## config.mk

```make
export PLATFORM = sky130hd
export DESIGN_NAME = seq_div_ctrl
export DESIGN_NICKNAME = d
export VERILOG_FILES = /design/src/rtl/seq_div_ctrl.sv
export SDC_FILE = /design/constraint.sdc
export NUM_CORES = 1
export LEC_CHECK = 0
export ABC_CLOCK_PERIOD_IN_PS = 5700
export CORE_MARGIN = 2
export CORE_UTILIZATION = 32
export CTS_BUF_LIST = sky130_fd_sc_hd__clkbuf_4
export DETAILED_ROUTE_END_ITERATION = 8
export GPL_ROUTABILITY_DRIVEN = 1
export PLACE_DENSITY = 0.65
export REMOVE_ABC_BUFFERS = 1
export SETUP_SLACK_MARGIN = 0.05
export SKIP_LAST_GASP = 1
export SLEW_MARGIN = 25
export SYNTH_ARGS = -nofsm -noshare
export SYNTH_HDL_FRONTEND = slang
export SYNTH_SLANG_ARGS = --single-unit
```

## constraint.sdc

```tcl
create_clock -name clk -period 5.7 [get_ports clk]
set_input_delay 1.14 -clock clk [delete_from_list [all_inputs] [get_ports clk]]
set_output_delay 1.14 -clock clk [all_outputs]
set_load 0.005 [all_outputs]
```

## src/rtl/seq_div_ctrl.sv

```systemverilog
// Iterative restoring divider: one (WIDTH+1)-bit subtract/restore row reused
// over WIDTH cycles, behind a start/done handshake.
module seq_div_ctrl #(
    parameter int WIDTH = 8
) (
    input  logic             clk,
    input  logic             rst_n,
    input  logic             start,
    input  logic [WIDTH-1:0] dividend,
    input  logic [WIDTH-1:0] divisor,
    output logic             busy,
    output logic             done,
    output logic [WIDTH-1:0] quotient,
    output logic [WIDTH-1:0] remainder,
    output logic             div_by_zero
);

    // Handshake: start is taken on any rising edge where busy=0 (IDLE or DONE);
    // done is high for exactly the one cycle spent in DONE, and quotient,
    // remainder and div_by_zero are valid from that cycle until the next
    // accepted start.
    localparam int CW = $clog2(WIDTH);

    typedef enum logic [1:0] {
        IDLE = 2'd0,
        CALC = 2'd1,
        DONE = 2'd2
    } state_t;

    state_t           state;
    logic [WIDTH-1:0] r;
    logic [WIDTH-1:0] q;
    logic [WIDTH-1:0] dvs;
    logic [CW-1:0]    count;

    logic [WIDTH:0]   row_a;
    logic [WIDTH:0]   row_b;
    logic [WIDTH:0]   row_diff;
    logic [WIDTH:0]   row_out;
    logic             ctrl;
    logic [WIDTH-1:0] r_next;
    logic [WIDTH-1:0] q_next;
    logic             row_msb_unused;

    // Ripple of full-subtractor cells; the last borrow-out drives the row's
    // restore mux.
    always_comb begin
        logic borrow;
        row_a    = {r, q[WIDTH-1]};
        row_b    = {1'b0, dvs};
        row_diff = '0;
        borrow   = 1'b0;
        for (int i = 0; i <= WIDTH; i++) begin
            row_diff[i] = row_a[i] ^ row_b[i] ^ borrow;
            borrow      = (~row_a[i] & row_b[i]) | (~(row_a[i] ^ row_b[i]) & borrow);
        end
        ctrl    = borrow;
        row_out = ctrl ? row_a : row_diff;
    end

    // The row's top bit is always zero because the partial remainder stays below the divisor.
    assign row_msb_unused = row_out[WIDTH];
    assign r_next         = row_out[WIDTH-1:0];
    assign q_next         = {q[WIDTH-2:0], ~ctrl};

    always_ff @(posedge clk or negedge rst_n) begin
        if (!rst_n) begin
            state       <= IDLE;
            r           <= '0;
            q           <= '0;
            dvs         <= '0;
            count       <= '0;
            busy        <= 1'b0;
            done        <= 1'b0;
            quotient    <= '0;
            remainder   <= '0;
            div_by_zero <= 1'b0;
        end else begin
            case (state)
                IDLE, DONE: begin
                    if (start) begin
                        dvs         <= divisor;
                        div_by_zero <= 1'b0;
                        if (divisor == '0) begin
                            state       <= DONE;
                            busy        <= 1'b0;
                            done        <= 1'b1;
                            quotient    <= '1;
                            remainder   <= dividend;
                            div_by_zero <= 1'b1;
                        end else begin
                            state <= CALC;
                            busy  <= 1'b1;
                            done  <= 1'b0;
                            r     <= '0;
                            q     <= dividend;
                            count <= '0;
                        end
                    end else begin
                        state <= IDLE;
                        done  <= 1'b0;
                    end
                end
                CALC: begin
                    r     <= r_next;
                    q     <= q_next;
                    count <= count + 1'b1;
                    if (count == CW'(WIDTH - 1)) begin
                        state     <= DONE;
                        busy      <= 1'b0;
                        done      <= 1'b1;
                        quotient  <= q_next;
                        remainder <= r_next;
                    end
                end
                default: begin
                    state <= IDLE;
                    busy  <= 1'b0;
                    done  <= 1'b0;
                end
            endcase
        end
    end

endmodule

```

==> results.json, run 1 <==
{
  "tritoncts": "yes",
  "drc": 0,
  "first_iter_violations": 87,
  "regToRegEndpoint": "remainder[7]",
  "totalWireLength_um": 5008,
  "regArea_sq_mm": 0.001176,
  "relSlewSlack_pct": 59.59,
  "wire_per_inst_um": 15.65,
  "clk_pin_slew_ns": 0.13,
  "cts_buffer_depth": 2,
  "hpwl_um": 3541,
  "p_leak_nw": 1.192,
  "fin_util_pct": 39.98,
  "num_antenna_cells": 0,
  "clkSinkCount": 47,
  "synth-seq-cells": 47,
  "die_w_um": 87.54,
  "layout_common_cells": "dfrtp_1 (47), clkdlybuf4s50_1 (36), a21oi_1 (23), nand2_1 (21), nor2_1 (14)",
  "use_met3_pct": 3.016,
  "num_vias": 1634,
  "path_class": "register to register",
  "finClkSkew_ns": 0.01149,
  "cts_root_buffer": "clkbuf_4",
  "layout.nets": 268,
  "crit_fanout": 9,
  "grt_usage_pct": 14.59,
  "io_pins": 38,
  "synthFlopType": "dfrtp_1",
  "antenna_left": 0,
  "reg2reg_depth": 13,
  "core-area_sq_mm": 0.006756,
  "gr-usage-met1_pct": 20.30,
  "final_hold_viol_count": 0,
  "path_cells": "inv_1, ha_1, fa_1, fa_1, fa_1, fa_1, fa_1, fa_1, fa_1, nand2b_1, a211oi_1, a21oi_1, a21oi_2",
  "h-tree-depth": 2,
  "grt_overflow_total": 0,
  "critPathLaunchType": "register",
  "portBuffers": 37,
  "yosysSeqAreaShare_pct": 52.66,
  "grt_pass1_vias": 1750,
  "crit_slowest_cell": "fa_1",
  "fill_cells": 672,
  "numCtsBuffers": 5,
  "gp_congestion": 0.8619,
  "worst_path_most_repeated_cell": "fa_1",
  "clk_latency_ns": 0.36,
  "period_share_pct": 76.41,
  "synth.distinct_cells": 33,
  "ir_drop_mv": 0.2344,
  "yosysWarningCount": 0,
  "worstPathArrival_ns": 4.60,
  "dr.pass1.iters": 4,
  "synth_edf_count": 0,
  "initial_core_util_pct": 33.06,
  "maxClockFrequency_ghz": 0.2296,
  "grt_pass1_wl_um": 8611,
  "status": "completed",
  "tns_ns": 0,
  "max_stage_delay_ns": 0.49,
  "worstMarginPinSlew_ns": 0.6061,
  "rsz0062_at_grt": "false",
  "fin_crit_ns": 4.355,
  "ff2ff_setup_slack_ns": 1.34,
  "syn_area_sq_mm": 0.002233,
  "hold_class": "register to register",
  "vias_per_cell": 5.106,
  "async_flop_share_pct": 100.0,
  "final_common_cell": "dfrtp_1",
  "gr-usage-met2_pct": 23.21,
  "rr_startpoint": "q[7]",
  "syn_avg_cell_area_sq_um": 10.89,
  "grt-busiest-layer": "met2",
  "cts_resized": 0,
  "cap_violations": 0,
  "power_w": 0.001626,
  "drive_above_1_share_pct": 10.42,
  "slew_violations": 0,
  "hold_path_depth": 1,
  "cp.required_ns": 5.95,
  "p_per_area_mw_per_mm2": 601.8,
  "grt_max_degree": 48,
  "syn_inst": 205,
  "hold_ws_ns": 0.5004,
  "antenna_found_initial": 0,
  "multi_input_area_sq_um": 950.9,
  "fp-row-count": 30,
  "dieArea_sq_mm": 0.007663,
  "endpoint_kind": "register",
  "hold-path-endpoint": "quotient[2]",
  "finalSetupViolCount": 0,
  "die_h_um": 87.54,
  "cts_hold_buffers": 0,
  "syn_to_final_growth_pct": 20.95,
  "cts_setup_buffers": 0,
  "min_from": "quotient[2]"
}
metrics by stage:
step / cell area (sq um) / cells / setup slack [ns]
finish: 2701 / 320 / 1.345
global route: 2701 / 320 / 1.093
CTS: 2699 / 320 / 1.319
detailed placement: 2646 / 312 / 1.337
global placement: 2644 / 312 / 1.398
floorplan: 2163 / 193 / 1.707
worst max path at each step:
stage | endpoint | slack (ns) | start
finish | remainder[7] | 1.34 | q[7]
detailed placement | remainder[7] | 1.34 | q[7]
CTS | remainder[7] | 1.32 | q[7]
global route | remainder[7] | 1.09 | q[7]
global placement | remainder[7] | 1.40 | q[7]
floorplan | remainder[7] | 1.71 | q[7]
synthesized netlist by cell type, types with 5 or more instances:
library cell,count,area (sq um)
nor3b_1,6,45.04
nand2_1,21,78.83
nor2_1,14,52.55
o21ai_0,6,30.03
mux2_2,8,90.09
a21o_1,7,52.55
a211oi_1,8,60.06
clkbuf_1,8,30.03
a21oi_1,23,115.1
o22a_1,8,70.07
o21ai_1,5,25.02
inv_1,9,33.78
dfrtp_1,47,1176
fa_1,7,140.1
state kept, by name, indices dropped and copies added, names as in the netlist:
register,flops
dvs,8
q,8
quotient,8
r,8
remainder,8
count,3
state,2
busy,1
div_by_zero,1
critical path, delay by kind of cell, from the launching register on:
kind / cells / cell delay (ns)
buffers and inverters: 1 / 0.05
AND/OR/NAND/NOR: 1 / 0.33
flip-flops: 1 / 0.39
AO/OA/AOI/OAI: 3 / 0.45
adder cells (fa/ha/maj): 8 / 3.04
kinds of logic after synthesis:
family / synth area share [%]
buffers and inverters: 4.873
adders and majority gates: 7.955
muxes: 4.034
and+or+nand+nor: 11.54
DFF: 52.66
AOI/OAI and AO/OA: 18.94
cell type report:
| cell class | count | share of cell area, % |
|---|---|---|
| Timing Repair Buffer | 39 | 14.17 |
| Tap cell | 80 | 3.705 |
| Clock inverter | 3 | 0.5558 |
| Multi-Input combinational cell | 136 | 35.20 |
| Inverter | 10 | 1.436 |
| Sequential cell | 47 | 43.54 |
| Clock buffer | 5 | 1.390 |
routing by layer:
layer	share of wire [%]	wire length, um
met1	49	2440
met2	45	2274
met3	4.5	225
met4	1.4	68
met5	0	0
power by group:
part           total, W  switching [W]  internal (W)  leakage, nW
logic          0.000854       0.000429      0.000425        0.609
registers      0.000620       0.000120      0.000500        0.548
clock network  0.000152       0.000106     0.0000462       0.0347
(Power assumes the default switching activity.)
==> inputs of run 2 (changes only) <==
- ABC_CLOCK_PERIOD_IN_PS: 5700 -> 4000
- PLACE_DENSITY: 0.65 -> 0.67
- clock period: 5.7 -> 4 ns (I/O delays scaled with it)
==> results.json, run 2 (synthesis results as in run 1) <==
{
  "status": "completed",
  "first_iter_violations": 86,
  "worstPathArrival_ns": 4.12,
  "fill_cells": 668,
  "path_class": "register to register",
  "ir_drop_mv": 0.3150,
  "final_common_cell": "dfrtp_1",
  "fin_crit_ns": 3.812,
  "cp.required_ns": 4.30,
  "core-area_sq_mm": 0.006756,
  "grt_overflow_total": 0,
  "power_w": 0.002591,
  "drive_above_1_share_pct": 18.78,
  "dr.pass1.iters": 4,
  "crit_fanout": 8,
  "hold_class": "input pin to async pin",
  "gp_congestion": 0.8725,
  "antenna_left": 0,
  "slew_violations": 0,
  "layout_common_cells": "dfrtp_1 (47), clkdlybuf4s50_1 (36), a21oi_1 (23), nand2_1 (21), nor2_1 (12)",
  "finalSetupViolCount": 0,
  "finClkSkew_ns": 0.01549,
  "vias_per_cell": 5.135,
  "dieArea_sq_mm": 0.007663,
  "syn_to_final_growth_pct": 26.72,
  "p_per_area_mw_per_mm2": 915.4,
  "h-tree-depth": 2,
  "endpoint_kind": "register",
  "maxClockFrequency_ghz": 0.2624,
  "tns_ns": 0,
  "clk_pin_slew_ns": 0.14,
  "critPathLaunchType": "register",
  "cts_buffer_depth": 2,
  "clk_latency_ns": 0.37,
  "cts_root_buffer": "clkbuf_4",
  "totalWireLength_um": 5011,
  "final_hold_viol_count": 0,
  "grt_pass1_vias": 1715,
  "num_vias": 1669,
  "antenna_found_initial": 0,
  "io_pins": 38,
  "period_share_pct": 95.29,
  "cts_hold_buffers": 0,
  "hpwl_um": 3512,
  "die_w_um": 87.54,
  "drc": 0,
  "numCtsBuffers": 5,
  "worstMarginPinSlew_ns": 0.6434,
  "grt_usage_pct": 14.26,
  "clkSinkCount": 47,
  "cap_violations": 0,
  "fp-row-count": 30,
  "grt_max_degree": 48,
  "wire_per_inst_um": 15.42,
  "layout.nets": 273,
  "portBuffers": 37,
  "num_antenna_cells": 0,
  "rsz0062_at_grt": "false",
  "tritoncts": "yes",
  "relSlewSlack_pct": 57.11,
  "initial_core_util_pct": 33.06,
  "die_h_um": 87.54,
  "p_leak_nw": 1.236,
  "grt_pass1_wl_um": 8418
}
-- run 2: cell types whose count changed in the layout (fill, tap and decap cells not counted), moves of 5 or more --
| cell | previous run | this run |
|---|---|---|
| a211oi_1 | 8 | 3 |
| a211oi_2 | 0 | 5 |
| buf_4 | 3 | 8 |
| fa_1 | 7 | 0 |
| fa_2 | 0 | 7 |
-- run 2: worst paths after layout --
check / from / end / slack [ns] / depth (start not counted)
worst max register to register: q[7] / remainder[2] / 0.19 / 13
worst min register to register: remainder[1] / remainder[1] / 0.50 / 2
max in group asynchronous: rst_n / dvs[3] / 3.17 / 1
min in group clk: remainder[1] / remainder[1] / 0.50 / 2
worst max-delay path: q[7] / remainder[2] / 0.19 / 13
worst min-delay path: rst_n / q[2] / 0.42 / 1
-- run 2: report_power, final --
group	switching [W]	internal (W)
Combinational	0.000680	0.000732
Clock	0.000161	0.000132
Sequential	0.000174	0.000712
Total	0.00101	0.00158
-- run 2: critical path, stage by stage, from the launching register on --
cell      delay [ns]
dfrtp_1         0.37
inv_1           0.05
ha_1            0.20
fa_2            0.34
fa_2            0.34
fa_2            0.35
fa_2            0.35
fa_2            0.35
fa_2            0.35
fa_2            0.43
nor3b_1         0.17
a211oi_1        0.26
a21oi_1         0.07
o21ai_1         0.13
-- run 2: timing repair --
item	CTS	global route
endpoints found under the setup margin	18	9
pin swaps	9	2
endpoints found under the hold margin	0	0
gates resized for setup	16	2
buffers inserted	0	1
-- run 2: layer usage --
metal	GRT usage [%]	part of all wire, %	vias to the layer above	wire length, um
li1	-	-	797	-
met1	20.51	49	822	2446
met2	21.21	45	39	2269
met3	3.016	3.9	11	196
met4	5.455	2.0	0	99
met5	0	0	-	0
-- run 2: metrics by stage --
stage	utilization [%]	std cells	setup WS, ns	cell area [sq um]	hold WS (ns)
after global routing	41.89	325	0.05249	2830	0.4417
after detailed placement	39.61	316	-0.3306	2676	0.4750
final	41.89	325	0.1884	2830	0.4215
after CTS	41.63	324	0.09548	2813	0.4340
after floorplan	-	193	0.006736	2163	0.4674
after global placement	39.57	316	-0.2331	2674	0.4668
-- run 2: layout make-up --
type | count | area, sq um | area share, %
tap | 80 | 100.1 | 3.537
clock buffer | 5 | 37.54 | 1.326
inverter | 10 | 38.79 | 1.370
sequential | 47 | 1176 | 41.56
clock inverter | 3 | 43.79 | 1.547
timing repair buffer | 44 | 420.4 | 14.85
multi-input combinational | 136 | 1013 | 35.81
